--- src/rtl/lsu_wb_pkg.sv ---
// lsu_wb_pkg: access type, cause and FSM state encodings shared by the load/store unit.
package lsu_wb_pkg;
    typedef enum logic [1:0] {
        TYPE_DOUBLE = 2'b00,
        TYPE_BYTE   = 2'b01,
        TYPE_HALF   = 2'b10,
        TYPE_WORD   = 2'b11
    } lsu_type_e;

    typedef enum logic [1:0] {
        CAUSE_NONE     = 2'b00,
        CAUSE_MISALIGN = 2'b01,
        CAUSE_BUS      = 2'b10,
        CAUSE_TIMEOUT  = 2'b11
    } lsu_cause_e;

    typedef enum logic [1:0] {
        S_IDLE = 2'b00,
        S_BUS  = 2'b01,
        S_RESP = 2'b10
    } lsu_state_e;

    function automatic logic [7:0] size_mask(lsu_type_e t);
        return t == TYPE_BYTE ? 8'h01 : t == TYPE_HALF ? 8'h03 : t == TYPE_WORD ? 8'h0F : 8'hFF;
    endfunction
endpackage

--- src/rtl/lsu_wb_if.sv ---
// lsu_wb_if: core-side request/response channel and Wishbone-classic data bus.
interface lsu_req_if #(
    parameter int XLEN   = 32,
    parameter int ADDR_W = 32
);
    logic              valid;
    logic              ready;
    logic              we;
    logic [1:0]        typ;
    logic              sign;
    logic [ADDR_W-1:0] addr;
    logic [XLEN-1:0]   dat;
    logic              rsp_valid;
    logic [XLEN-1:0]   rsp_dat;
    logic              rsp_err;
    logic [1:0]        rsp_cause;
    modport master (output valid, we, typ, sign, addr, dat, input ready, rsp_valid, rsp_dat, rsp_err, rsp_cause);
    modport slave (input valid, we, typ, sign, addr, dat, output ready, rsp_valid, rsp_dat, rsp_err, rsp_cause);
endinterface

interface wb_if #(
    parameter int XLEN   = 32,
    parameter int ADDR_W = 32
);
    logic              cyc;
    logic              stb;
    logic              we;
    logic [XLEN/8-1:0] sel;
    logic [ADDR_W-1:0] adr;
    logic [XLEN-1:0]   wdat;
    logic [XLEN-1:0]   rdat;
    logic              ack;
    logic              err;
    modport master (output cyc, stb, we, sel, adr, wdat, input rdat, ack, err);
    modport slave (input cyc, stb, we, sel, adr, wdat, output rdat, ack, err);
endinterface

--- src/rtl/lsu_wb_align.sv ---
// lsu_wb_align: byte-lane steering, select mask, load extension and misalignment check.
module lsu_wb_align
    import lsu_wb_pkg::*;
#(
    parameter int XLEN = 32,
    localparam int NB = XLEN / 8,
    localparam int OW = $clog2(NB)
) (
    input  logic [2:0]      lo,
    input  lsu_type_e       typ,
    input  logic            sign,
    input  logic [XLEN-1:0] st_dat,
    input  logic [XLEN-1:0] rd_dat,
    output logic [NB-1:0]   sel,
    output logic [XLEN-1:0] wr_dat,
    output logic [XLEN-1:0] ld_dat,
    output logic            mis
);
    logic [OW-1:0]   off;
    logic [XLEN-1:0] sh;
    logic [XLEN-1:0] lm;
    logic            msb;
    always_comb begin
        off    = lo[OW-1:0];
        mis    = (typ == TYPE_HALF && lo[0]) || (typ == TYPE_WORD && lo[1:0] != 2'b00) ||
                 (typ == TYPE_DOUBLE && (XLEN == 32 || lo != 3'b000));
        sel    = NB'(size_mask(typ)) << off;
        wr_dat = typ == TYPE_BYTE ? {NB{st_dat[7:0]}} : typ == TYPE_HALF ? {(NB/2){st_dat[15:0]}} :
                 typ == TYPE_WORD ? {(NB/4){st_dat[31:0]}} : st_dat;
        sh     = rd_dat >> {off, 3'b000};
        // lm keeps the loaded bits; everything above it is filled with the sign bit or zero
        lm     = typ == TYPE_BYTE ? XLEN'(8'hFF) : typ == TYPE_HALF ? XLEN'(16'hFFFF) :
                 typ == TYPE_WORD ? XLEN'(32'hFFFF_FFFF) : '1;
        msb    = typ == TYPE_BYTE ? sh[7] : typ == TYPE_HALF ? sh[15] : typ == TYPE_WORD ? sh[31] : 1'b0;
        ld_dat = (sh & lm) | ({XLEN{sign & msb}} & ~lm);
    end
endmodule

--- src/rtl/lsu_wb.sv ---
// lsu_wb: sequential load/store unit driving a Wishbone-classic data bus, one access at a time.
module lsu_wb
    import lsu_wb_pkg::*;
#(
    parameter int XLEN    = 32,
    parameter int ADDR_W  = 32,
    parameter int TIMEOUT = 255,
    localparam int NB = XLEN / 8
) (
    input logic      clk_i,
    input logic      rst_i,
    lsu_req_if.slave req,
    wb_if.master     wb
);
    lsu_state_e        state, nxt;
    lsu_cause_e        cause_q;
    lsu_type_e         typ_q, typ;
    logic              we_q, sign_q, sign;
    logic [2:0]        lo_q, lo;
    logic [ADDR_W-1:0] adr_q;
    logic [NB-1:0]     sel_q, sel;
    logic [XLEN-1:0]   wdat_q, rdat_q, wr_dat, ld_dat;
    logic [31:0]       cnt;
    logic              idle, bus, resp, accept, tmo, mis;

    // In IDLE the aligner looks at the incoming request; afterwards at the latched one.
    always_comb begin
        idle   = state == S_IDLE;
        bus    = state == S_BUS;
        resp   = state == S_RESP;
        accept = idle && req.valid;
        lo     = idle ? req.addr[2:0] : lo_q;
        typ    = idle ? lsu_type_e'(req.typ) : typ_q;
        sign   = idle ? req.sign : sign_q;
        tmo    = bus && TIMEOUT != 0 && cnt == 32'(TIMEOUT - 1);
        nxt    = idle ? (req.valid ? (mis ? S_RESP : S_BUS) : S_IDLE) :
                 bus ? ((wb.ack || wb.err || tmo) ? S_RESP : S_BUS) : S_IDLE;
    end

    lsu_wb_align #(.XLEN(XLEN)) u_align (
        .lo    (lo),
        .typ   (typ),
        .sign  (sign),
        .st_dat(req.dat),
        .rd_dat(wb.rdat),
        .sel   (sel),
        .wr_dat(wr_dat),
        .ld_dat(ld_dat),
        .mis   (mis)
    );

    always_ff @(posedge clk_i) begin
        if (rst_i) begin
            state   <= S_IDLE;
            cause_q <= CAUSE_NONE;
            typ_q   <= TYPE_WORD;
            we_q    <= 1'b0;
            sign_q  <= 1'b0;
            lo_q    <= '0;
            adr_q   <= '0;
            sel_q   <= '0;
            wdat_q  <= '0;
            rdat_q  <= '0;
            cnt     <= '0;
        end else begin
            state <= nxt;
            if (accept) begin
                we_q    <= req.we;
                typ_q   <= lsu_type_e'(req.typ);
                sign_q  <= req.sign;
                lo_q    <= req.addr[2:0];
                adr_q   <= req.addr & ~ADDR_W'(NB - 1);
                sel_q   <= sel;
                wdat_q  <= wr_dat;
                rdat_q  <= '0;
                cnt     <= '0;
                cause_q <= mis ? CAUSE_MISALIGN : CAUSE_NONE;
            end
            if (bus) begin
                cnt     <= cnt + 32'd1;
                cause_q <= wb.err ? CAUSE_BUS : wb.ack ? CAUSE_NONE : tmo ? CAUSE_TIMEOUT : cause_q;
                if (wb.ack && !wb.err && !we_q) rdat_q <= ld_dat;
            end
        end
    end

    assign req.ready     = idle && !rst_i;
    assign req.rsp_valid = resp;
    assign req.rsp_dat   = resp ? rdat_q : '0;
    assign req.rsp_err   = resp && cause_q != CAUSE_NONE;
    assign req.rsp_cause = resp ? cause_q : CAUSE_NONE;
    assign wb.cyc        = bus;
    assign wb.stb        = bus;
    assign wb.we         = bus && we_q;
    assign wb.sel        = bus ? sel_q : '0;
    assign wb.adr        = bus ? adr_q : '0;
    assign wb.wdat       = bus ? wdat_q : '0;
endmodule

--- src/flat_wrapper.sv ---
// flat-port wrapper written by rule: the top's interface ports become plain ports
module lsu_wb_flat import lsu_wb_pkg::*;
#(
    parameter int XLEN    = 32,
    parameter int ADDR_W  = 32,
    parameter int TIMEOUT = 255,
    localparam int NB = XLEN / 8
)
  (clk_i, rst_i, req_valid, req_we, req_typ, req_sign, req_addr, req_dat, req_ready, req_rsp_valid, req_rsp_dat, req_rsp_err, req_rsp_cause, wb_cyc, wb_stb, wb_we, wb_sel, wb_adr, wb_wdat, wb_rdat, wb_ack, wb_err);
  lsu_req_if #(.XLEN(XLEN), .ADDR_W(ADDR_W)) req_i ();
  wb_if #(.XLEN(XLEN), .ADDR_W(ADDR_W)) wb_i ();
  input logic clk_i;
  input logic rst_i;
  input wire logic [$bits(req_i.valid)-1:0] req_valid;
  input wire logic [$bits(req_i.we)-1:0] req_we;
  input wire logic [$bits(req_i.typ)-1:0] req_typ;
  input wire logic [$bits(req_i.sign)-1:0] req_sign;
  input wire logic [$bits(req_i.addr)-1:0] req_addr;
  input wire logic [$bits(req_i.dat)-1:0] req_dat;
  output wire logic [$bits(req_i.ready)-1:0] req_ready;
  output wire logic [$bits(req_i.rsp_valid)-1:0] req_rsp_valid;
  output wire logic [$bits(req_i.rsp_dat)-1:0] req_rsp_dat;
  output wire logic [$bits(req_i.rsp_err)-1:0] req_rsp_err;
  output wire logic [$bits(req_i.rsp_cause)-1:0] req_rsp_cause;
  output wire logic [$bits(wb_i.cyc)-1:0] wb_cyc;
  output wire logic [$bits(wb_i.stb)-1:0] wb_stb;
  output wire logic [$bits(wb_i.we)-1:0] wb_we;
  output wire logic [$bits(wb_i.sel)-1:0] wb_sel;
  output wire logic [$bits(wb_i.adr)-1:0] wb_adr;
  output wire logic [$bits(wb_i.wdat)-1:0] wb_wdat;
  input wire logic [$bits(wb_i.rdat)-1:0] wb_rdat;
  input wire logic [$bits(wb_i.ack)-1:0] wb_ack;
  input wire logic [$bits(wb_i.err)-1:0] wb_err;
  assign req_i.valid = req_valid;
  assign req_i.we = req_we;
  assign req_i.typ = req_typ;
  assign req_i.sign = req_sign;
  assign req_i.addr = req_addr;
  assign req_i.dat = req_dat;
  assign req_ready = req_i.ready;
  assign req_rsp_valid = req_i.rsp_valid;
  assign req_rsp_dat = req_i.rsp_dat;
  assign req_rsp_err = req_i.rsp_err;
  assign req_rsp_cause = req_i.rsp_cause;
  assign wb_cyc = wb_i.cyc;
  assign wb_stb = wb_i.stb;
  assign wb_we = wb_i.we;
  assign wb_sel = wb_i.sel;
  assign wb_adr = wb_i.adr;
  assign wb_wdat = wb_i.wdat;
  assign wb_i.rdat = wb_rdat;
  assign wb_i.ack = wb_ack;
  assign wb_i.err = wb_err;
  lsu_wb #(.XLEN(XLEN), .ADDR_W(ADDR_W), .TIMEOUT(TIMEOUT)) u_core (.clk_i(clk_i), .rst_i(rst_i), .req(req_i), .wb(wb_i));
endmodule
--- config.mk ---
export PLATFORM = sky130hd
export DESIGN_NAME = lsu_wb_flat
export DESIGN_NICKNAME = d
export VERILOG_FILES = /design/src/rtl/lsu_wb_pkg.sv /design/src/rtl/lsu_wb_if.sv /design/src/rtl/lsu_wb_align.sv /design/src/rtl/lsu_wb.sv /design/src/flat_wrapper.sv
export SDC_FILE = /design/constraint.sdc
export NUM_CORES = 1
export LEC_CHECK = 0
export ABC_AREA = 1
export CAP_MARGIN = 20
export CORE_ASPECT_RATIO = 1.5
export CORE_MARGIN = 1.5
export CORE_UTILIZATION = 25
export DETAILED_ROUTE_END_ITERATION = 8
export SYNTH_ARGS = -nofsm -noshare
export SYNTH_HDL_FRONTEND = slang
export SYNTH_SLANG_ARGS = --single-unit
--- constraint.sdc ---
create_clock -name clk_i -period 6.7 [get_ports clk_i]
set_input_delay 0.67 -clock clk_i [delete_from_list [all_inputs] [get_ports clk_i]]
set_output_delay 0.67 -clock clk_i [all_outputs]
set_load 0.02 [all_outputs]
==> results by group, run 1 <==
Status
  – Status: finished clean

Yosys
  – Synth top area share: 0.3688
  – Synth Instances: between 1000 and 1500
  – Post-synth top area cell: dfxtp_1
  – Fraction of registers with async set/reset: 0
  – Synth Register Bits: 140
  – Main combinational cell family by area after synthesis: simple AND/OR/NAND/NOR gates
  – Largest cells by area after synthesis: dfxtp_1, nand2_1, inv_1
  – Most numerous cell in the Yosys netlist: nand2_1
  – Distinct cell type count after synthesis: 40
  – Synth Area in Compound Gates: 0.2121
  – Synthesized area per cell: between 6 and 7 um2
  – Main flop type after synthesis: dfxtp_1
  – EDFF count, synth: 0
  – Mux contribution to synthesized area: 0
  – Mapped Area: roughly 0.0076 mm2
  – Sequential fraction of the synthesis area: 0.3688
  – Post-synth top cells: nand2_1, inv_1, nor2_1
  – Ys Warns: 0
  – Post-Synth Adder-Cell Area: 0.009878
  – Xor/xnor share of the synthesized area: 0
  – Simple-gate area share of the yosys netlist: 0.2718

Timing
  – Slew @ Worst Pin: 0.8926 ns
  – Setup ws final: 3.307 ns
  – Hold slack: around 0.45 ns
  – Final setup fails: 0
  – Setup TNS: 0 ns
  – Min Tclk post-route: 3.393 ns
  – Clock skew: 0.009974 ns
  – Fmax: ~300 MHz
  – Count of final max-slew check failures: 0
  – Hold Vio Cnt, Final: 0
  – Slew HR: 0.4010
  – RSZ-0062 raised after global routing: no
  – Period Utilization, post-route: 0.5065

CTS
  – CTS tree: done
  – CTS H-tree lvls: 4
  – Clock-pin slew on the worst setup and hold paths: 0.06 ns
  – Post-cts sizing count: 0
  – Worst-Skew Late Latency: approximately 0.43 ns
  – Longest Clk Path Bufs: 2
  – Clock root cell: clkbuf_16
  – Clock sink count: 140
  – Post-CTS Setup Bufs: 0
  – Hold_buf cts: 0
  – Num CTS Buffers: 17

Cells and area
  – # fillers: 3278
  – Multi-input logic area: 0.003770 mm2
  – Fraction of layout cells with a size suffix above 1: 0.05091
  – Nets: 1473
  – Final core occ: 0.3529
  – Post-route cell area: between 0.01 and 0.015 mm2
  – Synth-to-Final Area Change: 39.59%
  – Reg area: 0.002803 mm2

Floorplanning
  – Die Span Y: 216.5 um
  – Site row count: 78
  – CORE AREA: 0.03006 mm2
  – Die W: 145.4 um
  – Num ports: 213
  – Initial Util: 0.2528
  – Die area: 0.03148 mm2

Global route
  – GRT Overall Usage: 0.1667
  – Pin count of the biggest net entering global routing: 88
  – GR Overflow Total: 0
  – Initial antenna violation count: 0
  – First-pass GRT wire length: 42.03 mm
  – Vias in the first global route: 7903

Detailed routing
  – Via count: 8370
  – Vias per Instance: about 4.7
  – Antenna-violating nets left: 0
  – Starting DRT DRC Count: 652
  – First-pass DRT Iterations: 8
  – WL per Instance: roughly 15 um
  – WL final: 26.98 mm
  – # DRC: 0

Place
  – Area post-placement: 0.009958 mm2
  – GPL Wtd Cong: 0.8815
  – IO buf count: 210
  – DP Worst Slack: roughly 3.3 ns
  – Post-DP HPWL: about 20 mm

Flow run
  – Max-cap viol count: 0

Setup path
  – Delay-heaviest family, CP: buffers and inverters
  – Setup crit start kind: register
  – Worst path bufs/invs: 4
  – Crit-path max FO: 20
  – Type of destination of the critical path: output port
  – Critical path class: reg2out
  – Worst EP arrival: about 2.7 ns
  – Critical path, cell by cell: inv_2 > nor2_1 > clkinv_1 > buf_16 > a21oi_1 > clkdlybuf4s50_1
  – Data required, critical path: 6.03 ns
  – Critical path's slowest cell: clkdlybuf4s50_1
  – Crit-path max cell delay: 0.62 ns
  – R2R setup slack: 3.74 ns

Pwr
  – VDD IR max: a little under 0.0002 V
  – Leakage: 3.999 nW
  – Power Dens Cells: 363.4 mW/mm2

Hold path
  – Min-delay worst type: reg2reg
stage by stage:
step / std cells / power (mW)
final: 1776 / 3.855
after global routing: 1775 / 4.132
after CTS: 1774 / 3.867
after detailed placement: 1742 / 2.857
after global placement: 1742 / 2.843
after floorplan: 1198 / 2.319
state kept, by name (all words and copies together) (netlist names):
register and flops:
u_core.cnt 32, u_core.rdat_q 32, u_core.lo_q 2, u_core.sel_q 4, u_core.state 2, u_core.sign_q 1
u_core.we_q 1, u_core.wdat_q 32, u_core.typ_q 2, u_core.cause_q 2, u_core.adr_q 30
kinds of logic (layout without fill, tap and decap cells):
group | after synthesis | after routing
AOI/OAI and AO/OA | 294 | 294
adders and majority gates | 6 | 6
buffers and inverters | 269 | 446
DFF | 140 | 140
other | 1 | 3
and+or+nand+nor | 487 | 487
layout make-up:
class | instances | share of cell area
Inverter | 196 | 0.06935
Antenna cell | 1 | 0.0002359
Clock buffer | 18 | 0.04140
Sequential cell | 140 | 0.2642
Multi-Input combinational cell | 789 | 0.3553
Clock inverter | 14 | 0.01710
Timing Repair Buffer | 218 | 0.2052
Tap cell | 400 | 0.04718
final timing paths:
| check | startpoint | to | cells past startpoint |
|---|---|---|---|
| worst max-delay path | u_core.state[1]$_SDFF_PP0_ | req_rsp_err | 6 |
| worst min-delay path | u_core.wdat_q[3]$_SDFFE_PP0P_ | u_core.wdat_q[3]$_SDFFE_PP0P_ | 2 |
| worst max register to register | u_core.state[0]$_SDFF_PP0_ | u_core.rdat_q[31]$_SDFF_PP0_ | 14 |
| worst min register to register | u_core.wdat_q[3]$_SDFFE_PP0P_ | u_core.wdat_q[3]$_SDFFE_PP0P_ | 2 |
placed cells by master (no fill, tap or decap), types with 6 or more instances in the layout:
cell / n
a21oi_1: 119
o22ai_1: 15
o211ai_1: 9
nand3_1: 63
inv_2: 7
inv_1: 187
a221oi_1: 19
nor3_1: 15
nand4_1: 13
ha_1: 6
clkdlybuf4s50_1: 209
dfxtp_1: 140
o21ai_0: 121
nand2_1: 207
clkbuf_16: 17
buf_4: 7
nor2_1: 161
report_power, final:
part           switching [mW]  internal [mW]  total (mW)
combinational            1.25          0.546        1.79
clock                   0.394          0.603       0.997
sequential             0.0610           1.00        1.06
routing by layer:
metal  part of all wire  up-vias  GRT usage
li1                   -     4173          -
met1               0.41     3871     0.1970
met2               0.52      279     0.3033
met3              0.047       47    0.02484
met4              0.026        0    0.05952
met5                  0        -          0
tightest hold or removal path: stages, from the launching register on:
cell and delay, ns:
dfxtp_1 0.30, inv_1 0.06, a21oi_1 0.05
Power figures use the tool's default switching activity.
==> inputs of run 2 (changes only) <==
==> constraint.sdc (replaced) <==
create_clock -name clk_i -period 3.05 [get_ports clk_i]
set_input_delay 0.305 -clock clk_i [delete_from_list [all_inputs] [get_ports clk_i]]
set_output_delay 0.305 -clock clk_i [all_outputs]
set_load 0.02 [all_outputs]
==> run 2 against run 1 <==
Compared with the run above:
- wire length is 0.38% lower
- core utilization is 0.16 points higher
- non-clock buffer count is 9 higher
- clock power is 110% higher
- critical endpoint is now wb_wdat[19]
==> results by group, run 2 (synthesis gave the netlist of run 1 again) <==
Status
  – Status: finished clean (unchanged)

CTS
  – Worst-Skew Late Latency: 0.43 ns (about the same)
  – Hold_buf cts: 0 (unchanged)
  – Clock root cell: clkbuf_16 (unchanged)
  – Num CTS Buffers: 17 (unchanged)
  – Post-CTS Setup Bufs: 0 (unchanged)
  – CTS H-tree lvls: 4 (unchanged)
  – Clock-pin slew on the worst setup and hold paths: 0.06 ns (about the same)
  – Post-cts sizing count: 0 (unchanged)
  – Longest Clk Path Bufs: 2 (unchanged)
  – CTS tree: done (unchanged)
  – Clock sink count: 140 (unchanged)

Floorplanning
  – Site row count: 78 (unchanged)
  – CORE AREA: 0.03006 mm2 (unchanged)
  – Die area: 0.03148 mm2 (unchanged)
  – Num ports: 213 (unchanged)
  – Initial Util: 0.2528 (unchanged)
  – Die W: 145.4 um (unchanged)
  – Die Span Y: 216.5 um (unchanged)

Detailed routing
  – # DRC: 0 (unchanged)
  – Starting DRT DRC Count: 415 (was 652)
  – WL final: 26.88 mm (was 26.98 mm)
  – WL per Instance: 15.07 um (was 15.19 um)
  – Via count: 8322 (was 8370)
  – Vias per Instance: 4.665 (was 4.713)
  – First-pass DRT Iterations: 5 (was 8)
  – Antenna-violating nets left: 0 (unchanged)

Timing
  – Setup TNS: 0 ns (unchanged)
  – Period Utilization, post-route: 0.8907
  – Count of final max-slew check failures: 0 (unchanged)
  – Slew @ Worst Pin: 0.6900 ns (was 0.8926 ns)
  – Slew HR: 0.5400 (was 0.4010)
  – Fmax: 368.1 MHz
  – Final setup fails: 0 (unchanged)
  – Min Tclk post-route: between 2 and 3 ns
  – Clock skew: 0.01037 ns (was 0.009974 ns)
  – RSZ-0062 raised after global routing: no (unchanged)
  – Hold Vio Cnt, Final: 0 (unchanged)

Cells and area
  – Multi-input logic area: 0.003770 mm2 (unchanged)
  – Reg area: 0.002803 mm2 (unchanged)
  – Commonest non-fill, non-tap cell in the layout: clkdlybuf4s50_1 (unchanged)
  – Fraction of layout cells with a size suffix above 1: 0.05636 (was 0.05091)
  – Most frequent cells in the layout: clkdlybuf4s50_1, nand2_1, inv_1 (unchanged)
  – # fillers: 3285 (was 3278)
  – Synth-to-Final Area Change: 40.22% (was 39.59%)
  – Biggest regs: u_core.cnt x32, u_core.rdat_q x32, u_core.wdat_q x32 (unchanged)
  – Final core occ: 0.3545 (was 0.3529)
  – Nets: 1482 (was 1473)
  – Ant. Diodes: 0 (was 1)

Global route
  – GRT Overall Usage: 0.1674 (was 0.1667)
  – GR Overflow Total: 0 (unchanged)
  – First-pass GRT wire length: 42.16 mm (was 42.03 mm)
  – Initial antenna violation count: 1 (was 0)
  – Vias in the first global route: 8004 (was 7903)
  – Pin count of the biggest net entering global routing: 109 (was 88)

Setup path
  – Critical path class: reg2out (unchanged)
  – FF-to-FF Start: u_core.state[0]$_SDFF_PP0_ (unchanged)
  – Reg2Reg Depth: 12 (was 14)
  – Crit-path max FO: 29 (was 20)
  – R2R setup slack: 0.59 ns (was 3.74 ns)
  – Worst r2r dst: u_core.wdat_q[29]$_SDFFE_PP0P_ (was u_core.rdat_q[31]$_SDFF_PP0_)
  – Setup crit start kind: register (unchanged)
  – Data required, critical path: 2.74 ns (was 6.03 ns)
  – Type of destination of the critical path: output port (unchanged)
  – Worst EP arrival: 2.41 ns (was 2.72 ns)

Pwr
  – Power Dens Cells: 794.4 mW/mm2 (was 363.4 mW/mm2)
  – VDD IR max: 0.0006367 V (was 0.0001950 V)
  – Leakage: 4.025 nW (was 3.999 nW)

Place
  – Post-DP HPWL: 19.93 mm (was 19.67 mm)
  – IO buf count: 210 (unchanged)
  – GPL Wtd Cong: 0.8957 (was 0.8815)

Hold path
  – Hold_sp: u_core.wdat_q[0]$_SDFFE_PP0P_ (was u_core.wdat_q[3]$_SDFFE_PP0P_)
  – Min-delay worst type: reg2reg (unchanged)
  – Min-Delay Endpoint: u_core.wdat_q[0]$_SDFFE_PP0P_ (was u_core.wdat_q[3]$_SDFFE_PP0P_)
  – Hold path cells: 2 (unchanged)

Flow run
  – Max-cap viol count: 0 (unchanged)
-- run 2: cell types whose count changed in the layout (fill, tap and decap cells not counted) --
cell        before  now
buf_4            7   15
clkinv_4         4    1
clkinv_2         1    3
clkinvlp_4       1    4
buf_16           1    0
inv_6            5    0
clkbuf_8         1    4
diode_2          1    0
bufinv_16        3    2
clkbuf_1         0    1
buf_12           0    2
-- run 2: how the worst max path moves through the flow --
| stage | start | endpoint | slack, ns | cells after the start |
|---|---|---|---|---|
| 6_report | u_core.state[0]$_SDFF_PP0_ | wb_wdat[19] | 0.33 | 6 |
| 5_1_grt | u_core.state[0]$_SDFF_PP0_ | wb_wdat[27] | 0.25 | 6 |
| 4_1_cts | u_core.state[0]$_SDFF_PP0_ | wb_wdat[27] | 0.34 | 6 |
| 3_5_place_dp | req_typ[0] | u_core.wdat_q[28]$_SDFFE_PP0P_ | 0.45 | 11 |
| 3_3_place_gp | req_typ[0] | u_core.rdat_q[16]$_SDFF_PP0_ | 0.55 | 14 |
| 2_1_floorplan | u_core.state[0]$_SDFF_PP0_ | u_core.rdat_q[30]$_SDFF_PP0_ | 0.85 | 17 |
-- run 2: critical path, stage by stage (launching register included) --
cell	delay, ns
dfxtp_1	0.39
inv_1	0.11
nor2_2	0.14
inv_2	0.16
buf_4	0.27
nor2_1	0.24
clkdlybuf4s50_1	0.66
-- run 2: routing by layer --
| metal | routed length (um) | GRT usage | up-vias |
|---|---|---|---|
| li1 | - | - | 4200 |
| met1 | 11010 | 0.1921 | 3789 |
| met2 | 13610 | 0.3002 | 275 |
| met3 | 1201 | 0.02589 | 56 |
| met4 | 1045 | 0.08299 | 2 |
| met5 | 13 | 0 | - |
-- run 2: power breakdown --
group / internal [mW] / total (mW) / switching, mW / leakage (nW)
logic: 1.27 / 4.02 / 2.75 / 2.59
clock network: 1.29 / 2.11 / 0.825 / 0.284
registers: 2.21 / 2.34 / 0.132 / 1.15
-- run 2: cell type report --
| cell class | count | area share |
|---|---|---|
| Tap cell | 400 | 0.04696 |
| Timing Repair Buffer | 227 | 0.2111 |
| Inverter | 196 | 0.06904 |
| Multi-Input combinational cell | 789 | 0.3538 |
| Clock inverter | 10 | 0.01068 |
| Clock buffer | 22 | 0.04544 |
| Sequential cell | 140 | 0.2630 |
-- run 2: through the flow --
step | hold WS, ns | worst slack, ns | power [mW] | area (um2) | instances
finish | 0.4494 | 0.3334 | 8.466 | 10660 | 1784
detailed placement | 0.4436 | 0.4480 | 6.385 | 10060 | 1752
global route | 0.4640 | 0.2543 | 9.084 | 10660 | 1784
global placement | 0.4395 | 0.5459 | 6.358 | 10060 | 1752
floorplan | 0.4182 | 0.8521 | 5.094 | 7604 | 1198
CTS | 0.4332 | 0.3400 | 8.516 | 10660 | 1784
